File: src/rtl/npc_lsu_pkg.sv
// Shared constants and types for the NPC load/store port: opcodes, funct3
// encodings, fault codes and the port FSM state type.
package npc_lsu_pkg;

  localparam logic [6:0] OPC_LOAD  = 7'b0000011;
  localparam logic [6:0] OPC_STORE = 7'b0100011;

  localparam logic [2:0] F3_B  = 3'b000;
  localparam logic [2:0] F3_H  = 3'b001;
  localparam logic [2:0] F3_W  = 3'b010;
  localparam logic [2:0] F3_BU = 3'b100;
  localparam logic [2:0] F3_HU = 3'b101;

  localparam logic [1:0] FAULT_OK       = 2'b00;
  localparam logic [1:0] FAULT_MISALIGN = 2'b01;
  localparam logic [1:0] FAULT_TIMEOUT  = 2'b10;
  localparam logic [1:0] FAULT_ILLEGAL  = 2'b11;

  typedef enum logic [1:0] {
    IDLE = 2'd0,
    REQ  = 2'd1,
    WAIT = 2'd2,
    RESP = 2'd3
  } lsu_state_e;

endpackage

File: src/rtl/lsu_align.sv
// Combinational alignment unit: decodes the memory op, flags illegal or
// misaligned accesses, builds store lanes/strobes and extracts load data.
module lsu_align
  import npc_lsu_pkg::*;
(
  input  logic [6:0]  opcode,
  input  logic [2:0]  funct3,
  input  logic [1:0]  addr_off,
  input  logic [31:0] wdata,
  input  logic [2:0]  ld_funct3,
  input  logic [1:0]  ld_off,
  input  logic [31:0] rdata,
  output logic        is_mem,
  output logic        is_store,
  output logic [1:0]  fault,
  output logic [3:0]  wstrb,
  output logic [31:0] wdata_lane,
  output logic [31:0] load_data
);

  logic        is_load;
  logic        legal;
  logic        half;
  logic        word;
  logic        misalign;
  logic [31:0] shifted;

  always_comb begin
    is_load    = (opcode == OPC_LOAD);
    is_store   = (opcode == OPC_STORE);
    legal      = 1'b0;
    half       = 1'b0;
    word       = 1'b0;
    wstrb      = 4'b0000;
    wdata_lane = wdata;

    if (is_load) begin
      case (funct3)
        F3_B, F3_BU: legal = 1'b1;
        F3_H, F3_HU: begin legal = 1'b1; half = 1'b1; end
        F3_W:        begin legal = 1'b1; word = 1'b1; end
        default:     legal = 1'b0;
      endcase
    end else if (is_store) begin
      case (funct3)
        F3_B:    legal = 1'b1;
        F3_H:    begin legal = 1'b1; half = 1'b1; end
        F3_W:    begin legal = 1'b1; word = 1'b1; end
        default: legal = 1'b0;
      endcase
    end

    misalign = (half && addr_off[0]) || (word && (addr_off != 2'b00));

    // Illegal funct3 outranks misalignment; non-memory opcodes are never faulted.
    fault = FAULT_OK;
    if ((is_load || is_store) && !legal) fault = FAULT_ILLEGAL;
    else if ((is_load || is_store) && misalign) fault = FAULT_MISALIGN;

    is_mem = (is_load || is_store) && legal && !misalign;

    if (is_store && is_mem) begin
      case (funct3)
        F3_B: begin
          wstrb      = 4'b0001 << addr_off;
          wdata_lane = {4{wdata[7:0]}};
        end
        F3_H: begin
          wstrb      = 4'b0011 << addr_off;
          wdata_lane = {2{wdata[15:0]}};
        end
        default: wstrb = 4'b1111;
      endcase
    end
  end

  always_comb begin
    shifted = rdata >> {ld_off, 3'b000};
    case (ld_funct3)
      F3_B:    load_data = {{24{shifted[7]}}, shifted[7:0]};
      F3_H:    load_data = {{16{shifted[15]}}, shifted[15:0]};
      F3_BU:   load_data = {24'd0, shifted[7:0]};
      F3_HU:   load_data = {16'd0, shifted[15:0]};
      default: load_data = shifted;
    endcase
  end

endmodule

File: src/rtl/lsu_port.sv
// Load/store port between execute and the data-memory port: one instruction
// in flight, registered request/response handshakes, bounded wait for memory.
module lsu_port
  import npc_lsu_pkg::*;
#(
  parameter int unsigned TIMEOUT = 255
) (
  input  logic        clk,
  input  logic        rst,
  input  logic        in_valid,
  output logic        in_ready,
  input  logic [31:0] in_inst,
  input  logic [31:0] in_addr,
  input  logic [31:0] in_wdata,
  output logic        mem_req_valid,
  input  logic        mem_req_ready,
  output logic        mem_req_wen,
  output logic [31:0] mem_req_addr,
  output logic [31:0] mem_req_wdata,
  output logic [3:0]  mem_req_wstrb,
  input  logic        mem_rsp_valid,
  input  logic [31:0] mem_rsp_rdata,
  output logic        out_valid,
  input  logic        out_ready,
  output logic [31:0] out_rdata,
  output logic [1:0]  out_fault,
  output logic [1:0]  dbg_state
);

  // Handshakes: a transfer happens on a rising edge where valid and ready are
  // both high; valid and its payload stay stable until that edge.

  localparam logic [7:0] TIMEOUT_CNT = 8'(TIMEOUT);

  lsu_state_e  state_q, state_d;
  logic [7:0]  timer_q;
  logic        req_wen_q;
  logic [31:0] req_addr_q;
  logic [31:0] req_wdata_q;
  logic [3:0]  req_wstrb_q;
  logic [2:0]  ld_f3_q;
  logic [1:0]  ld_off_q;
  logic [31:0] rdata_q;
  logic [1:0]  fault_q;

  logic        a_is_mem;
  logic        a_is_store;
  logic [1:0]  a_fault;
  logic [3:0]  a_wstrb;
  logic [31:0] a_wdata;
  logic [31:0] a_load_data;
  logic        unused_inst_bits;

  assign unused_inst_bits = ^{in_inst[31:15], in_inst[11:7]};

  lsu_align u_align (
    .opcode     (in_inst[6:0]),
    .funct3     (in_inst[14:12]),
    .addr_off   (in_addr[1:0]),
    .wdata      (in_wdata),
    .ld_funct3  (ld_f3_q),
    .ld_off     (ld_off_q),
    .rdata      (mem_rsp_rdata),
    .is_mem     (a_is_mem),
    .is_store   (a_is_store),
    .fault      (a_fault),
    .wstrb      (a_wstrb),
    .wdata_lane (a_wdata),
    .load_data  (a_load_data)
  );

  always_comb begin
    state_d = state_q;
    case (state_q)
      IDLE: if (in_valid) state_d = a_is_mem ? REQ : RESP;
      REQ:  if (mem_req_ready) state_d = WAIT;
      WAIT: if (mem_rsp_valid || (timer_q == TIMEOUT_CNT)) state_d = RESP;
      RESP: if (out_ready) state_d = IDLE;
      default: state_d = IDLE;
    endcase
  end

  always_ff @(posedge clk) begin
    if (rst) begin
      state_q     <= IDLE;
      timer_q     <= 8'd0;
      req_wen_q   <= 1'b0;
      req_addr_q  <= 32'd0;
      req_wdata_q <= 32'd0;
      req_wstrb_q <= 4'd0;
      ld_f3_q     <= 3'd0;
      ld_off_q    <= 2'd0;
      rdata_q     <= 32'd0;
      fault_q     <= FAULT_OK;
    end else begin
      state_q <= state_d;
      case (state_q)
        IDLE: begin
          if (in_valid) begin
            // Fault and non-memory results are preset here and go straight to RESP.
            req_wen_q   <= a_is_mem && a_is_store;
            req_addr_q  <= {in_addr[31:2], 2'b00};
            req_wdata_q <= a_wdata;
            req_wstrb_q <= a_wstrb;
            ld_f3_q     <= in_inst[14:12];
            ld_off_q    <= in_addr[1:0];
            rdata_q     <= 32'd0;
            fault_q     <= a_fault;
          end
        end
        REQ: begin
          if (mem_req_ready) timer_q <= 8'd0;
        end
        WAIT: begin
          // A response in the expiry cycle still counts as a normal completion.
          if (mem_rsp_valid) begin
            rdata_q <= req_wen_q ? 32'd0 : a_load_data;
            fault_q <= FAULT_OK;
          end else if (timer_q == TIMEOUT_CNT) begin
            rdata_q <= 32'd0;
            fault_q <= FAULT_TIMEOUT;
          end else begin
            timer_q <= timer_q + 8'd1;
          end
        end
        default: ;
      endcase
    end
  end

  assign in_ready      = (state_q == IDLE);
  assign mem_req_valid = (state_q == REQ);
  assign out_valid     = (state_q == RESP);
  assign mem_req_wen   = req_wen_q;
  assign mem_req_addr  = req_addr_q;
  assign mem_req_wdata = req_wdata_q;
  assign mem_req_wstrb = req_wstrb_q;
  assign out_rdata     = rdata_q;
  assign out_fault     = fault_q;
  assign dbg_state     = state_q;

endmodule

File: config.mk
export PLATFORM = sky130hd
export DESIGN_NAME = lsu_port
export DESIGN_NICKNAME = d
export VERILOG_FILES = /design/src/rtl/npc_lsu_pkg.sv /design/src/rtl/lsu_align.sv /design/src/rtl/lsu_port.sv
export SDC_FILE = /design/constraint.sdc
export NUM_CORES = 1
export LEC_CHECK = 0
export CAP_MARGIN = 0
export CORE_ASPECT_RATIO = 0.9
export CORE_MARGIN = 10
export CORE_UTILIZATION = 42
export CTS_CLUSTER_SIZE = 24
export DETAILED_ROUTE_END_ITERATION = 8
export GPL_ROUTABILITY_DRIVEN = 0
export PLACE_DENSITY_LB_ADDON = 0.05
export SYNTH_ARGS = -nofsm -noshare
export SYNTH_HDL_FRONTEND = slang
export SYNTH_SLANG_ARGS = --single-unit
File: constraint.sdc
create_clock -name clk -period 2.35 [get_ports clk]
set_clock_uncertainty 0.1 [all_clocks]
set_input_delay 0.47 -clock clk [delete_from_list [all_inputs] [get_ports clk]]
set_output_delay 0.47 -clock clk [all_outputs]
set_load 0.005 [all_outputs]
Word level (Yosys, flattened, before mapping) --
Cells that the tools add are included.
Storage, ports and cells: register bits after elaboration 116, input bits 134, output and inout bits 108
Operators by class: $add $sub $neg 1, equal/unequal tests 20, shift-type cells 3, multiplexer cells 37, reduce and logical (&&, ||, !) cells 25
Operators by type and width (number):
- 2-to-1 mux 32 bit | 5
- case mux 32 bit (2 select lines) | 2
- case mux 32 bit (4 select lines) | 1
- right shift 32 x 5 -> 32 bit | 1
- 2-to-1 mux 8 bit | 3
- 2-to-1 mux 2 bit | 9
- case mux 8 bit (2 select lines) | 1
- equality test 3 bit (second input constant) | 4
- 2-to-1 mux 1 bit | 12
- adder 8 x 1 -> 8 bit (second input constant) | 1
- equality test 8 bit (second input constant) | 1
- != test 2 bit (second input constant) | 4
- case mux 2 bit (4 select lines) | 1
- case mux 4 bit (2 select lines) | 1
- AND reduction 4 bit | 2
- equality test 7 x 2 -> 1 bit (second input constant) | 1
- equality test 7 x 6 -> 1 bit (second input constant) | 1
- logical AND 1 bit | 7
- equality test 3 x 1 -> 1 bit (second input constant) | 2
- logical NOT 3 bit | 2
- nonzero test 2 bit | 3
- OR reduction 5 bit | 1
- equality test 2 bit (second input constant) | 2
- 2-to-1 mux 4 bit | 1
- other kinds (14) | 18

Depth between registers and ports, before layout --
depth after elaboration 11, mapped depth 8, gate-level depth less buffers 7

By module --
From an unflattened synthesis, not the netlist that was laid out.
Second synthesis, totals: cell total of the unflattened synthesis 675, area, all modules 5479.0 um^2
Modules (own cells, without submodules):
- lsu_port | instances 1, cells each 484, area an instance 4194.0 um^2, seq. area each 2322.2 um^2
- lsu_align | instances 1, cells each 191, area an instance 1285.0 um^2, seq. area each 0.0 um^2

Worst setup path before layout --
No wires, ideal clock.
path kind flip-flop to flip-flop, start register state_q[0], in the netlist dbg_state[0], end register rdata_q[29], in the netlist out_rdata[29], library setup time 0.059 ns, data arrival time 1.889 ns, required time 2.191 ns, path slack 0.302 ns, cell stages (with the launch flop) 8, clock period less this slack 2.048 ns, cell sequence dfxtp_1 -> inv_1 -> ha_1 -> nor2b_1 -> nor4_4 -> nor4b_4 -> buf_6 -> a221o_1
On the way: word-level cells in the longest chain between the ends 3, elaborated cells between the ends (all ways) 7, those cells by class eq/ne: 3; mux: 1; reduce/logical: 3
RTL lines:
- start: declaration | line lsu_port.sv:35 | lsu_state_e state_q, state_d;
- start signal: assignment | line lsu_port.sv:96 | state_q <= state_d;
- logical NOT 2 bit *
- net in_ready | line lsu_port.sv:11 | output logic in_ready,
- != test 2 bit (no source line) / nonzero test 2 bit (equally long branches)
- AND reduction 3 bit (no source line)
- end signal: assignment | line lsu_port.sv:117 | rdata_q <= req_wen_q ? 32'd0 : a_load_data;
- end: declaration | line lsu_port.sv:43 | logic [31:0] rdata_q;
Mark *: on every way through the listed nets, which the timed path passes. The rest lies on a longest branch. A chain may end at the register's enable or synchronous reset.

Worst setup path in the final report --
start register state_q[1], in the netlist dbg_state[1], end output port in_ready
On the way: word-level cells in the longest chain between the ends 1
RTL lines:
- logical NOT 2 bit | line lsu_port.sv:131 | assign in_ready = (state_q == IDLE);
- end: declaration | line lsu_port.sv:11
Every way passes these cells.

==> results by group <==
Detailed routing
  • Top Metal Used: met4
  • DRT antenna net count: 0
  • Via density: 5.287
  • DR WL/cell: around 18 um
  • DRC Markers: 0
  • 1st-iter DRT viols: 308
  • Met2 WL: 8.635 mm
  • WL met1: 6.924 mm
  • Vias: 5,250
  • DR WL met3: 2.018 mm
  • Final WL: ~18 mm
  • Detailed Routing Iterations Pass 1: 6

Clock network
  • Clock latency on the worst-skew pair: 0.41 ns
  • Clock Path Buffers: 2
  • Clk slew on worst S/H paths: 0.05 ns
  • Clock net sink count: 116
  • CTS Hold Bufs: 0
  • Root Buffer: clkbuf_16
  • CTS buffer count: 17
  • H-Tree Depth: 4
  • TritonCTS clock tree: built

Yosys
  • Synth warnings: 0
  • Sequential share of the synthesized area: 0.4466
  • Cell variety after synth: 57
  • Share of synthesized flip-flops with an asynchronous set or reset: 0
  • Synth top area cells: dfxtp_1, nand2_1, a21oi_1
  • Simple-gate portion of the synthesized area: 0.1771
  • Synth Area in XOR/XNOR: 0.01179
  • Synth Instances: approximately 600
  • Adder-cell area share of the yosys netlist: 0.01203
  • Post-synthesis instance area: a little over 5000 um2
  • Share of the synthesized area in the top cell type: 0.4466
  • Synth Area in Compound Gates: 0.2348
  • Multiplexer share of the synthesized area: 0.06930
  • Largest family of logic cells by synthesized area: compound AO/OA/AOI/OAI gates
  • Post-synth EDFFs: 0
  • Most used DFF post-synth: dfxtp_1
  • Syn avg cell area: 8.844 um2
  • Synth area leader: dfxtp_1
  • Yosys reg bits: around 120

Critical path
  • Worst Path Arrival: 1.68 ns
  • Crit. End Element: output port
  • CP Launch Type: flip-flop
  • WP data required: 1.78 ns
  • Critical path peak fanout: 7
  • Crit Path Category: flip-flop to output port

Pwr
  • Worst vdd ir: approximately 0.56 mV
  • Leakage: 3.179 nW
  • Total power divided by cell area: 889.4 nW/um2

GRT
  • Vias in the first global route: roughly 5,300
  • GRT Util Overall: 0.2031
  • Remaining global-route overflow: 0
  • Pin count of the biggest net entering global routing: 77
  • Initial antenna violation count: 0
  • First-pass GRT wire length: 28.08 mm

Run status
  • Run status: finished clean

Flow run
  • # Max-Cap Violations: 0

Final layout
  • Final instance area: 8314 um2
  • Share of post-route cells with drive strength above 1: 0.1188
  • Area occupied by multi-input gates: 2638 um2
  • # nets final: 961
  • N_diodes: 0
  • Synth-to-Final Area Change: 59.89%
  • Register area: 2325 um2
  • Commonest non-fill, non-tap cell in the layout: clkdlybuf4s50_1
  • Layout fillers: 943
  • Fin cells: 993
  • Most frequent cells in the layout: clkdlybuf4s50_1, nand2_1, dfxtp_1

Timing
  • Final setup TNS: 0 ns
  • Final Hold Viols: 0
  • # setup viols final: 0
  • Fin crit period: roughly 2.3 ns
  • Max_slew headroom: 0.4955
  • Slew Limit Fails: 0
  • Worst-margin pin slew: 0.7567 ns
  • Hold slack final: 0.3077 ns
  • FMAX: ~0.44 GHz
  • Tcrit/Tclk final: 0.9581
  • RSZ-0062 raised after global routing: no

Die
  • Initial core utilization: 0.4306
  • Die Width: 137.3 um
  • Vert. Die Dim: 125.6 um
  • Die ar.: between 15,000 and 20,000 um2
  • Core Region: 12,080 um2
  • IO Pins: 242
  • Cell row count: 38

Placement
  • Placed wire-length estimate: roughly 13 mm
  • Dpl cells: 962
  • Dpl cell area: 7727 um2
  • I/O Buffers: 217

Min path
  • Worst hold path class: input pin to flip-flop
-- state kept, by name (all words and copies together), names as in the netlist, 2 cells and up --
signal and count:
mem_req_wstrb 4, mem_req_wdata 32, dbg_state 2, timer_q 8, mem_req_addr 30, ld_f3_q 3
ld_off_q 2, out_rdata 32, out_fault 2
-- layout make-up --
class	count	share of cell area
tap	160	0.02408
sequential	116	0.2796
inverter	6	0.002709
multi-input combinational	421	0.3172
clock inverter	4	0.005418
timing repair buffer	260	0.3085
clock buffer	26	0.06245
-- worst paths after layout --
path	startpoint	endpoint	slack, ns	cells after the start
min reg2reg	mem_req_addr[27]	mem_req_addr[27]	0.35	2
min	rst	ld_f3_q[2]	0.31	2
max	dbg_state[1]	in_ready	0.1	4
max reg2reg	dbg_state[1]	out_rdata[26]	0.22	8
-- report_power, final --
group | switching, mW | internal, mW | total (mW)
Combinational | 1.22 | 1.27 | 2.49
Clock | 0.841 | 1.60 | 2.44
Sequential | 0.195 | 2.27 | 2.46
-- per-layer routing --
layer,vias up,GRT usage
li1,2598,-
met1,2454,0.2230
met2,179,0.3319
met3,19,0.1053
met4,0,0.06382
met5,-,0
-- critical path, cell delays in order, from the launching register on --
cell	delay, ns
dfxtp_2	0.34
inv_1	0.09
ha_1	0.17
buf_4	0.15
clkdlybuf4s50_1	0.52
-- cell usage after synthesis (2+ instances only) --
cell      count
nand3_1       5
or3_1         2
nand2b_1      3
o41ai_1       5
a211o_1      16
nor2_2        2
buf_4         8
o21ai_0      19
nor3_1        4
a221o_1       8
clkbuf_1     28
mux2i_1      27
a22o_1        6
inv_1         6
xor2_1        2
a211oi_1      9
buf_1         2
a32o_1       14
buf_2         6
nand2_1     122
ha_1          5
nor4_1        2
nor2_1       30
nand3b_1      2
nor2b_1       9
mux2_2        8
or2_2         2
buf_6         2
nor3b_1       3
a21oi_1      70
dfxtp_1     116
xnor2_1       5
a221oi_1     16
-- stage by stage --
step | util | setup slack (ns) | total power [mW]
finish | 0.6885 | 0.09838 | 7.395
CTS | 0.6866 | 0.009365 | 7.438
floorplan | - | 0.3023 | 3.673
detailed placement | 0.6399 | -0.2135 | 4.972
global placement | 0.6399 | -0.1209 | 4.899
global route | 0.6885 | 0.0006425 | 7.803
-- repair_timing --
| item | 4_1_cts | 5_1_grt |
|---|---|---|
| hold endpoints to repair | 0 | 0 |
| buffers inserted | 0 | 1 |
| gates resized for setup | 0 | 3 |
| setup endpoints to repair | 0 | 17 |
-- kinds of logic after synthesis --
logic type | after synthesis
and+or+nand+nor | 199
AOI/OAI and AO/OA | 173
DFF | 116
buffers and inverters | 52
muxes | 35
xor gates and xnor gates | 7
adders and majority gates | 5
other | 1
No activity file was read; power rests on OpenSTA's default activity.
